[src/rtl/param_status_array_if.sv]
// Request/response bundle for param_status_array: requester drives i_*, the array drives o_*.
interface param_status_array_if #(
    parameter int TAG_WIDTH      = 1,
    parameter int ADDR_WIDTH     = 4,
    parameter int NUM_BLOCKS     = 8,
    parameter int BITS_PER_BLOCK = 1
);
    localparam int ROW_WIDTH = NUM_BLOCKS * BITS_PER_BLOCK;

    logic                  i_valid;
    logic                  i_wen;
    logic [ADDR_WIDTH-1:0] i_addr;
    logic [ROW_WIDTH-1:0]  i_data;
    logic [NUM_BLOCKS-1:0] i_wmask;
    logic [TAG_WIDTH-1:0]  i_tag;
    logic                  i_flush;
    logic                  o_ready;
    logic                  o_valid;
    logic [ROW_WIDTH-1:0]  o_data;
    logic [TAG_WIDTH-1:0]  o_tag;

    modport master (
        output i_valid, i_wen, i_addr, i_data, i_wmask, i_tag, i_flush,
        input  o_ready, o_valid, o_data, o_tag
    );

    modport slave (
        input  i_valid, i_wen, i_addr, i_data, i_wmask, i_tag, i_flush,
        output o_ready, o_valid, o_data, o_tag
    );
endinterface

[src/rtl/param_status_array.sv]
// Per-set status store (masked writes, 1-cycle tagged reads) with a self-clearing sweep FSM.
// Optional extra output register stage: define PARAM_STATUS_ARRAY_OUTPUT_REG_EN.
module param_status_array #(
    parameter int TAG_WIDTH      = 1,
    parameter int ADDR_WIDTH     = 4,
    parameter int NUM_BLOCKS     = 8,
    parameter int BITS_PER_BLOCK = 1
) (
    input  logic                gated_clk,
    input  logic                arst_n,
    param_status_array_if.slave bus
);
    localparam int DEPTH     = 2 ** ADDR_WIDTH;
    localparam int ROW_WIDTH = NUM_BLOCKS * BITS_PER_BLOCK;

    typedef enum logic [0:0] {
        ST_SWEEP = 1'b0,
        ST_RUN   = 1'b1
    } state_t;

    state_t                state_r;
    logic [ADDR_WIDTH-1:0] sweep_addr_r;
    logic [ROW_WIDTH-1:0]  mem_r [DEPTH];

    logic                  ready_s;
    logic                  acc_s;
    logic                  wr_acc_s;
    logic                  rd_acc_s;
    logic                  clear_s;
    logic [ADDR_WIDTH-1:0] clr_addr_s;
    logic [ROW_WIDTH-1:0]  rd_row_s;
    logic [ROW_WIDTH-1:0]  wr_row_s;

    logic                  valid_r;
    logic [ROW_WIDTH-1:0]  data_r;
    logic [TAG_WIDTH-1:0]  tag_r;

    // Request qualification and selection of the row being cleared this cycle.
    always_comb begin
        ready_s  = (state_r == ST_RUN) && !bus.i_flush;
        acc_s    = bus.i_valid && ready_s;
        wr_acc_s = acc_s && bus.i_wen;
        rd_acc_s = acc_s && !bus.i_wen;
        clear_s  = (state_r == ST_SWEEP) || bus.i_flush;
        // The flush cycle itself clears row 0, so a flush costs exactly DEPTH unready cycles.
        if (bus.i_flush) begin
            clr_addr_s = {ADDR_WIDTH{1'b0}};
        end else begin
            clr_addr_s = sweep_addr_r;
        end
    end

    // Read-modify-write merge: masked fields take new data, the rest keep the stored value.
    always_comb begin
        rd_row_s = mem_r[bus.i_addr];
        wr_row_s = rd_row_s;
        for (int b = 0; b < NUM_BLOCKS; b++) begin
            if (bus.i_wmask[b]) begin
                wr_row_s[b*BITS_PER_BLOCK +: BITS_PER_BLOCK] = bus.i_data[b*BITS_PER_BLOCK +: BITS_PER_BLOCK];
            end else begin
                wr_row_s[b*BITS_PER_BLOCK +: BITS_PER_BLOCK] = rd_row_s[b*BITS_PER_BLOCK +: BITS_PER_BLOCK];
            end
        end
    end

    assign bus.o_ready = ready_s;

    // Storage array; never reset, the sweep owns initialisation.
    always_ff @(posedge gated_clk) begin
        if (clear_s) begin
            mem_r[clr_addr_s] <= {ROW_WIDTH{1'b0}};
        end else if (wr_acc_s) begin
            mem_r[bus.i_addr] <= wr_row_s;
        end
    end

    // Sweep/run FSM; a flush (in either state) resumes the sweep at row 1 since row 0 is cleared now.
    always_ff @(posedge gated_clk or negedge arst_n) begin
        if (!arst_n) begin
            state_r      <= ST_SWEEP;
            sweep_addr_r <= {ADDR_WIDTH{1'b0}};
        end else if (bus.i_flush) begin
            state_r      <= ST_SWEEP;
            sweep_addr_r <= ADDR_WIDTH'(1'b1);
        end else begin
            case (state_r)
                ST_SWEEP: begin
                    if (sweep_addr_r == {ADDR_WIDTH{1'b1}}) begin
                        state_r      <= ST_RUN;
                        sweep_addr_r <= {ADDR_WIDTH{1'b0}};
                    end else begin
                        state_r      <= ST_SWEEP;
                        sweep_addr_r <= sweep_addr_r + ADDR_WIDTH'(1'b1);
                    end
                end
                ST_RUN: begin
                    state_r      <= ST_RUN;
                    sweep_addr_r <= {ADDR_WIDTH{1'b0}};
                end
                default: begin
                    state_r      <= ST_SWEEP;
                    sweep_addr_r <= {ADDR_WIDTH{1'b0}};
                end
            endcase
        end
    end

    // First response stage: data is zero unless a read was accepted.
    always_ff @(posedge gated_clk or negedge arst_n) begin
        if (!arst_n) begin
            valid_r <= 1'b0;
            data_r  <= {ROW_WIDTH{1'b0}};
            tag_r   <= {TAG_WIDTH{1'b0}};
        end else begin
            valid_r <= rd_acc_s;
            data_r  <= rd_acc_s ? rd_row_s : {ROW_WIDTH{1'b0}};
            tag_r   <= acc_s ? bus.i_tag : {TAG_WIDTH{1'b0}};
        end
    end

`ifdef PARAM_STATUS_ARRAY_OUTPUT_REG_EN
    logic                 valid2_r;
    logic [ROW_WIDTH-1:0] data2_r;
    logic [TAG_WIDTH-1:0] tag2_r;

    // Optional second response stage, re-applying the data mask at the final register.
    always_ff @(posedge gated_clk or negedge arst_n) begin
        if (!arst_n) begin
            valid2_r <= 1'b0;
            data2_r  <= {ROW_WIDTH{1'b0}};
            tag2_r   <= {TAG_WIDTH{1'b0}};
        end else begin
            valid2_r <= valid_r;
            data2_r  <= valid_r ? data_r : {ROW_WIDTH{1'b0}};
            tag2_r   <= tag_r;
        end
    end

    assign bus.o_valid = valid2_r;
    assign bus.o_data  = data2_r;
    assign bus.o_tag   = tag2_r;
`else
    assign bus.o_valid = valid_r;
    assign bus.o_data  = data_r;
    assign bus.o_tag   = tag_r;
`endif

endmodule

[src/flat_wrapper.sv]
// flat-port wrapper written by rule: the top's interface ports become plain ports
module param_status_array_flat 
#(
    parameter int TAG_WIDTH      = 1,
    parameter int ADDR_WIDTH     = 4,
    parameter int NUM_BLOCKS     = 8,
    parameter int BITS_PER_BLOCK = 1
)
  (gated_clk, arst_n, bus_i_valid, bus_i_wen, bus_i_addr, bus_i_data, bus_i_wmask, bus_i_tag, bus_i_flush, bus_o_ready, bus_o_valid, bus_o_data, bus_o_tag);
  param_status_array_if #(.TAG_WIDTH(TAG_WIDTH), .ADDR_WIDTH(ADDR_WIDTH), .NUM_BLOCKS(NUM_BLOCKS), .BITS_PER_BLOCK(BITS_PER_BLOCK)) bus_i ();
  input  logic gated_clk;
  input  logic arst_n;
  input wire logic [$bits(bus_i.i_valid)-1:0] bus_i_valid;
  input wire logic [$bits(bus_i.i_wen)-1:0] bus_i_wen;
  input wire logic [$bits(bus_i.i_addr)-1:0] bus_i_addr;
  input wire logic [$bits(bus_i.i_data)-1:0] bus_i_data;
  input wire logic [$bits(bus_i.i_wmask)-1:0] bus_i_wmask;
  input wire logic [$bits(bus_i.i_tag)-1:0] bus_i_tag;
  input wire logic [$bits(bus_i.i_flush)-1:0] bus_i_flush;
  output wire logic [$bits(bus_i.o_ready)-1:0] bus_o_ready;
  output wire logic [$bits(bus_i.o_valid)-1:0] bus_o_valid;
  output wire logic [$bits(bus_i.o_data)-1:0] bus_o_data;
  output wire logic [$bits(bus_i.o_tag)-1:0] bus_o_tag;
  assign bus_i.i_valid = bus_i_valid;
  assign bus_i.i_wen = bus_i_wen;
  assign bus_i.i_addr = bus_i_addr;
  assign bus_i.i_data = bus_i_data;
  assign bus_i.i_wmask = bus_i_wmask;
  assign bus_i.i_tag = bus_i_tag;
  assign bus_i.i_flush = bus_i_flush;
  assign bus_o_ready = bus_i.o_ready;
  assign bus_o_valid = bus_i.o_valid;
  assign bus_o_data = bus_i.o_data;
  assign bus_o_tag = bus_i.o_tag;
  param_status_array #(.TAG_WIDTH(TAG_WIDTH), .ADDR_WIDTH(ADDR_WIDTH), .NUM_BLOCKS(NUM_BLOCKS), .BITS_PER_BLOCK(BITS_PER_BLOCK)) u_core (.gated_clk(gated_clk), .arst_n(arst_n), .bus(bus_i));
endmodule
[config.mk]
export PLATFORM = sky130hd
export DESIGN_NAME = param_status_array_flat
export DESIGN_NICKNAME = d
export VERILOG_FILES = /design/src/rtl/param_status_array_if.sv /design/src/rtl/param_status_array.sv /design/src/flat_wrapper.sv
export SDC_FILE = /design/constraint.sdc
export NUM_CORES = 1
export LEC_CHECK = 0
export CORE_MARGIN = 2
export CORE_UTILIZATION = 30
export CTS_CLUSTER_DIAMETER = 40
export DETAILED_ROUTE_END_ITERATION = 12
export MAX_ROUTING_LAYER = met4
export SETUP_SLACK_MARGIN = 0.15
export SLEW_MARGIN = 20
export SYNTH_ARGS = -nofsm -noshare
export SYNTH_HDL_FRONTEND = slang
export SYNTH_SLANG_ARGS = --single-unit
[constraint.sdc]
create_clock -name gated_clk -period 4.3 [get_ports gated_clk]
set_input_delay 1.29 -clock gated_clk [delete_from_list [all_inputs] [get_ports gated_clk]]
set_output_delay 1.29 -clock gated_clk [all_outputs]
set_load 0.01 [all_outputs]
; Yosys cells after proc, flatten, opt, wreduce, memory -nomap -nowiden
; Memory sizes are Yosys's and may differ from the RTL's.
; Index checks and enable logic that the tools add are counted.
[totals]
regBits = 15
ramBits = 128
output_inout_bits = 11
elab_cells = 42
memories = 1
[classes]
add_sub_neg = 1
eq_ne = 1
muxes = 25
n_bitwise = 1
n_reduce_logical = 8
[mem_list]
columns = memory, words, word_bits, read_ports, rd_clocked_by_memory_dff, wr, line
row1 = u_core.mem_r, 16, 8, 1, 0, 1, param_status_array.sv:23  ; logic [ROW_WIDTH-1:0] mem_r [DEPTH];
[op_table]
columns = op, n
row1 = 2-to-1 mux 1 bit, 17
row2 = 2-to-1 mux 4 bit, 4
row3 = 2-to-1 mux 8 bit, 2
row4 = one-hot mux 4 bit (2 select lines), 1
row5 = OR reduction 8 bit, 1
row6 = adder 4 x 1 -> 4 bit (second input constant), 1
row7 = equality test 4 bit (second input constant), 1
row8 = logical AND 1 bit, 4
row9 = zero test 1 bit, 2
row10 = one-hot mux 1 bit (2 select lines), 1
row11 = logical OR 1 bit, 1
row12 = inverter 1 bit, 1

; Logic depth before layout (Yosys ltp)
[depth]
word_depth = 9
ltp_mapped = 7
ltp_nobuf = 5

; Worst setup path before layout
; Ideal clock, no wire load.
[synth_timing]
path_kind = input-to-reg
startpoint = input port bus_i_addr[0]
endpoint = memory u_core.mem_r[0][5] (netlist bit) (data pin)
setup_ns = 0.340
t_arrival_ns = 2.966
required_time_ns = 3.960
slack_ns = 0.994
stages = 6
path_cell_list = buf_6 -> buf_4 -> mux4_2 -> a2bb2oi_1 -> a22oi_2 -> a211oi_1
[synth_between]
elab_chain_cells = 3
[synth_lines]
columns = element, line
row1 = start: declaration, flat_wrapper.sv:15  ; input wire logic [$bits(bus_i.i_addr)-1:0] bus_i_addr;
row2 = memory read (16 x 8 bit), --
row3 = 2-to-1 mux 1 bit, param_status_array.sv:58  ; if (bus.i_wmask[b]) begin
row4 = 2-to-1 mux 8 bit (no source line), --
row5 = end: declaration, param_status_array.sv:23
; Every way passes these cells.

; Worst setup path in the final report
[layout_timing]
startpoint = input port bus_i_flush
endpoint = output port bus_o_ready
[layout_between]
elab_chain_cells = 2
[layout_lines]
columns = element, line
row1 = start: declaration, flat_wrapper.sv:19  ; input wire logic [$bits(bus_i.i_flush)-1:0] bus_i_flush;
row2 = zero test 1 bit, param_status_array.sv:40  ; ready_s = (state_r == ST_RUN) && !bus.i_flush;
row3 = logical AND 1 bit, param_status_array.sv:40
row4 = end: declaration, flat_wrapper.sv:20  ; output wire logic [$bits(bus_i.o_ready)-1:0] bus_o_ready;
; Every way passes these cells.

==> metrics.md <==
| Metric | Value |
|---|---|
| Final setup viols | `0` |
| Post-cts sizing count | `0` |
| Overall routing resource usage | `0.131` |
| Final setup margin | `a little under 0.5 ns` |
| Hold buffer count at cts | `0` |
| Fin Clk Skew | `between 0.01 and 0.015 ns` |
| Hold Path End | `u_core.sweep_addr_r[0]` |
| Via count | `2986` |
| YS warnings | `0` |
| Clk_lat worst skew | `roughly 0.42 ns` |
| WHS Path Cells | `1` |
| Final wirelength | `12200 um` |
| Final setup TNS | `0 ns` |
| Die Y | `144 um` |
| Detailed-route DRC error count | `0` |
| Synth top area cells | `edfxtp_1, dfrtp_1, mux4_2` |
| Sequential-to-total area share from yosys stat | `0.720` |
| RSZ-0062 raised after global routing | `no` |
| Final HPWL DP | `8270 um` |
| Vias in the first global route | `about 3000` |
| Antenna-violating nets left | `0` |
| EDFF count, synth | `roughly 130` |
| Std-Cell Core Area | `~19000 sq um` |
| Share of layout cells above drive strength 1 | `0.205` |
| Slew margin rel. | `0.434` |
| Final #Nets | `410` |
| R2R Path Start | `u_core.state_r` |
| Cell count after placement | `between 600 and 700` |
| Diode count | `0` |
| Number of post-CTS setup repair buffers | `0` |
| I/O pin cnt | `37` |
| PortBufs | `36` |
| Placement Setup Slack | `approximately 0.31 ns` |
| Count of unique library cells instantiated by Yosys | `39` |
| Crit path DAT | `2.53 ns` |
| Final total power | `approximately 3 mW` |
| CP Capture Type | `output pin` |
| Synth-to-Final Area Change | `22.8%` |
| Num CTS Buffers | `17` |
| Async set-reset flop share out of synthesis | `0.105` |
| Site Rows | `between 50 and 60` |
| Grt ovf | `0` |
| Via density per instance | `about 4.5` |
| Largest area contributor in the netlist | `edfxtp_1` |
| Critical path data required time | `~3 ns` |
| Final slew viol count | `0` |
| Worst-path maximum fanout | `4` |
| Most frequent cells in the layout | `edfxtp_1, clkdlybuf4s50_1, nor2_1` |
| Detailed Route Iter0 Violations | `approximately 250` |
| P_leak | `2.72 nW` |
| Reg clk slew, reported paths | `around 0.06 ns` |
| Avg Inst Size Synth | `around 18 sq um` |
| FF-to-FF End | `u_core.mem_r[4][3]` |
| Non-Filler Instances | `~660` |
| WHS | `between 0.5 and 0.6 ns` |
| Synth Instances | `319` |
| Largest net degree at the start of global routing | `28` |
| Effective utilization at floorplan | `0.303` |
| Crit share post-route | `0.888` |
| Max cap viols | `0` |
| Die area | `about 21000 sq um` |
| R2R depth | `4` |
| Routed WL per cell | `18.5 um` |
| CTS tree | `built` |
| Commonest non-fill, non-tap cell in the layout | `edfxtp_1` |
| Initial antenna violation count | `0` |
| Worst-case clock buffer depth | `2` |
| Status | `finished clean` |
| Pwr dens | `429 nW/um^2` |
| Net Count, Synth | `approximately 350` |
| Slew @ Worst Pin | `0.844 ns` |
| Root Driver | `clkbuf_16` |
| Worst min path class | `flop to flop` |
| Flops & latches, synth | `between 100 and 150` |
| Type of the worst setup path | `input port to output pin` |
| First-pass GRT wire length | `18500 um` |
| Sink Count | `between 100 and 150` |
| # H-tree levels | `4` |
| Final hold violation count | `0` |
| Nature of the critical path startpoint | `input port` |
| Max Fclk | `between 200 and 300 MHz` |
| Drt first pass iters | `4` |
| Top_reg_cell synth | `edfxtp_1` |
| Cell Area, Synth | `5860 sq um` |
| Top cell type's share of synthesized area | `0.656` |
| Hold Crit Start | `u_core.sweep_addr_r[0]` |
| Die X | `144 um` |
| Final GP Congestion | `about 0.78` |
| R2r setup slk | `between 1.5 and 2 ns` |
| Final min period | `approximately 3.8 ns` |
| Maximum VDD drop | `~0.25 mV` |
cells by family (layout without fill, tap and decap cells):
family | count (synthesis) | count (layout) | synth area share
XOR/XNOR | 1 | 1 | 0.00149
adder cells (fa/ha/maj) | 1 | 1 | 0.00213
buffers and inverters | 26 | 103 | 0.0303
AND/OR/NAND/NOR | 56 | 56 | 0.0500
AO/OA/AOI/OAI | 41 | 41 | 0.0510
flip-flops | 143 | 143 | 0.720
multiplexers | 51 | 51 | 0.145
critical path: stages:
cell and delay [ns]:
clkdlybuf4s50_1 0.42, nor2b_1 0.23, clkdlybuf4s50_1 0.58
power breakdown:
| group | total [mW] | internal [mW] | switching [mW] | leakage (nW) |
|---|---|---|---|---|
| clock network | 1.38 | 0.871 | 0.505 | 0.283 |
| logic | 0.171 | 0.0810 | 0.0901 | 0.884 |
| registers | 1.54 | 1.53 | 0.0106 | 1.56 |
synthesized netlist by cell type, types with 6 or more instances:
master       n
nor2_1      25
a211oi_1     8
a21oi_1     13
dfrtp_1     15
inv_1       10
and2_1       6
mux4_1       8
mux4_2      16
a2bb2oi_1    8
mux2_2       8
mux2i_1     19
edfxtp_1   128
per-layer routing:
layer	vias to the layer above	part of all wire	track usage
li1	1406	-	-
met1	1496	0.44	0.171
met2	80	0.49	0.196
met3	4	0.060	0.0363
met4	0	0.0043	0.0449
met5	-	0	-
state kept, by name, indices dropped and copies added, names as in the netlist:
signal,cells
u_core.bus.o_data,8
u_core.state_r,1
u_core.bus.o_tag,1
u_core.bus.o_valid,1
u_core.mem_r,128
u_core.sweep_addr_r,4
worst max-delay path by stage:
stage                              from                  end  slack (ns)  depth (start not counted)
after floorplan           bus_i_addr[0]   u_core.mem_r[0][5]        0.99                          6
after global placement    bus_i_addr[2]  u_core.mem_r[12][4]        0.39                          6
after detailed placement  bus_i_addr[2]  u_core.mem_r[15][4]        0.31                          6
after CTS                   bus_i_flush          bus_o_ready        0.47                          3
after global routing        bus_i_flush          bus_o_ready        0.37                          3
final                       bus_i_flush          bus_o_ready        0.48                          3
metrics by stage:
step                      cell area, sq um   util
final                                 7190  0.372
after global routing                  7190  0.372
after CTS                             7190  0.372
after detailed placement              6620  0.342
after global placement                6620  0.342
after floorplan                       5860      -
layout make-up:
class	instances	area, sq um
clock buffer	26	510
clock inverter	6	55.1
fill	1786	12100
inverter	11	41.3
multi-input combinational	150	1480
sequential	143	4220
tap	265	332
timing repair buffer	60	561
(Power assumes the default switching activity.)
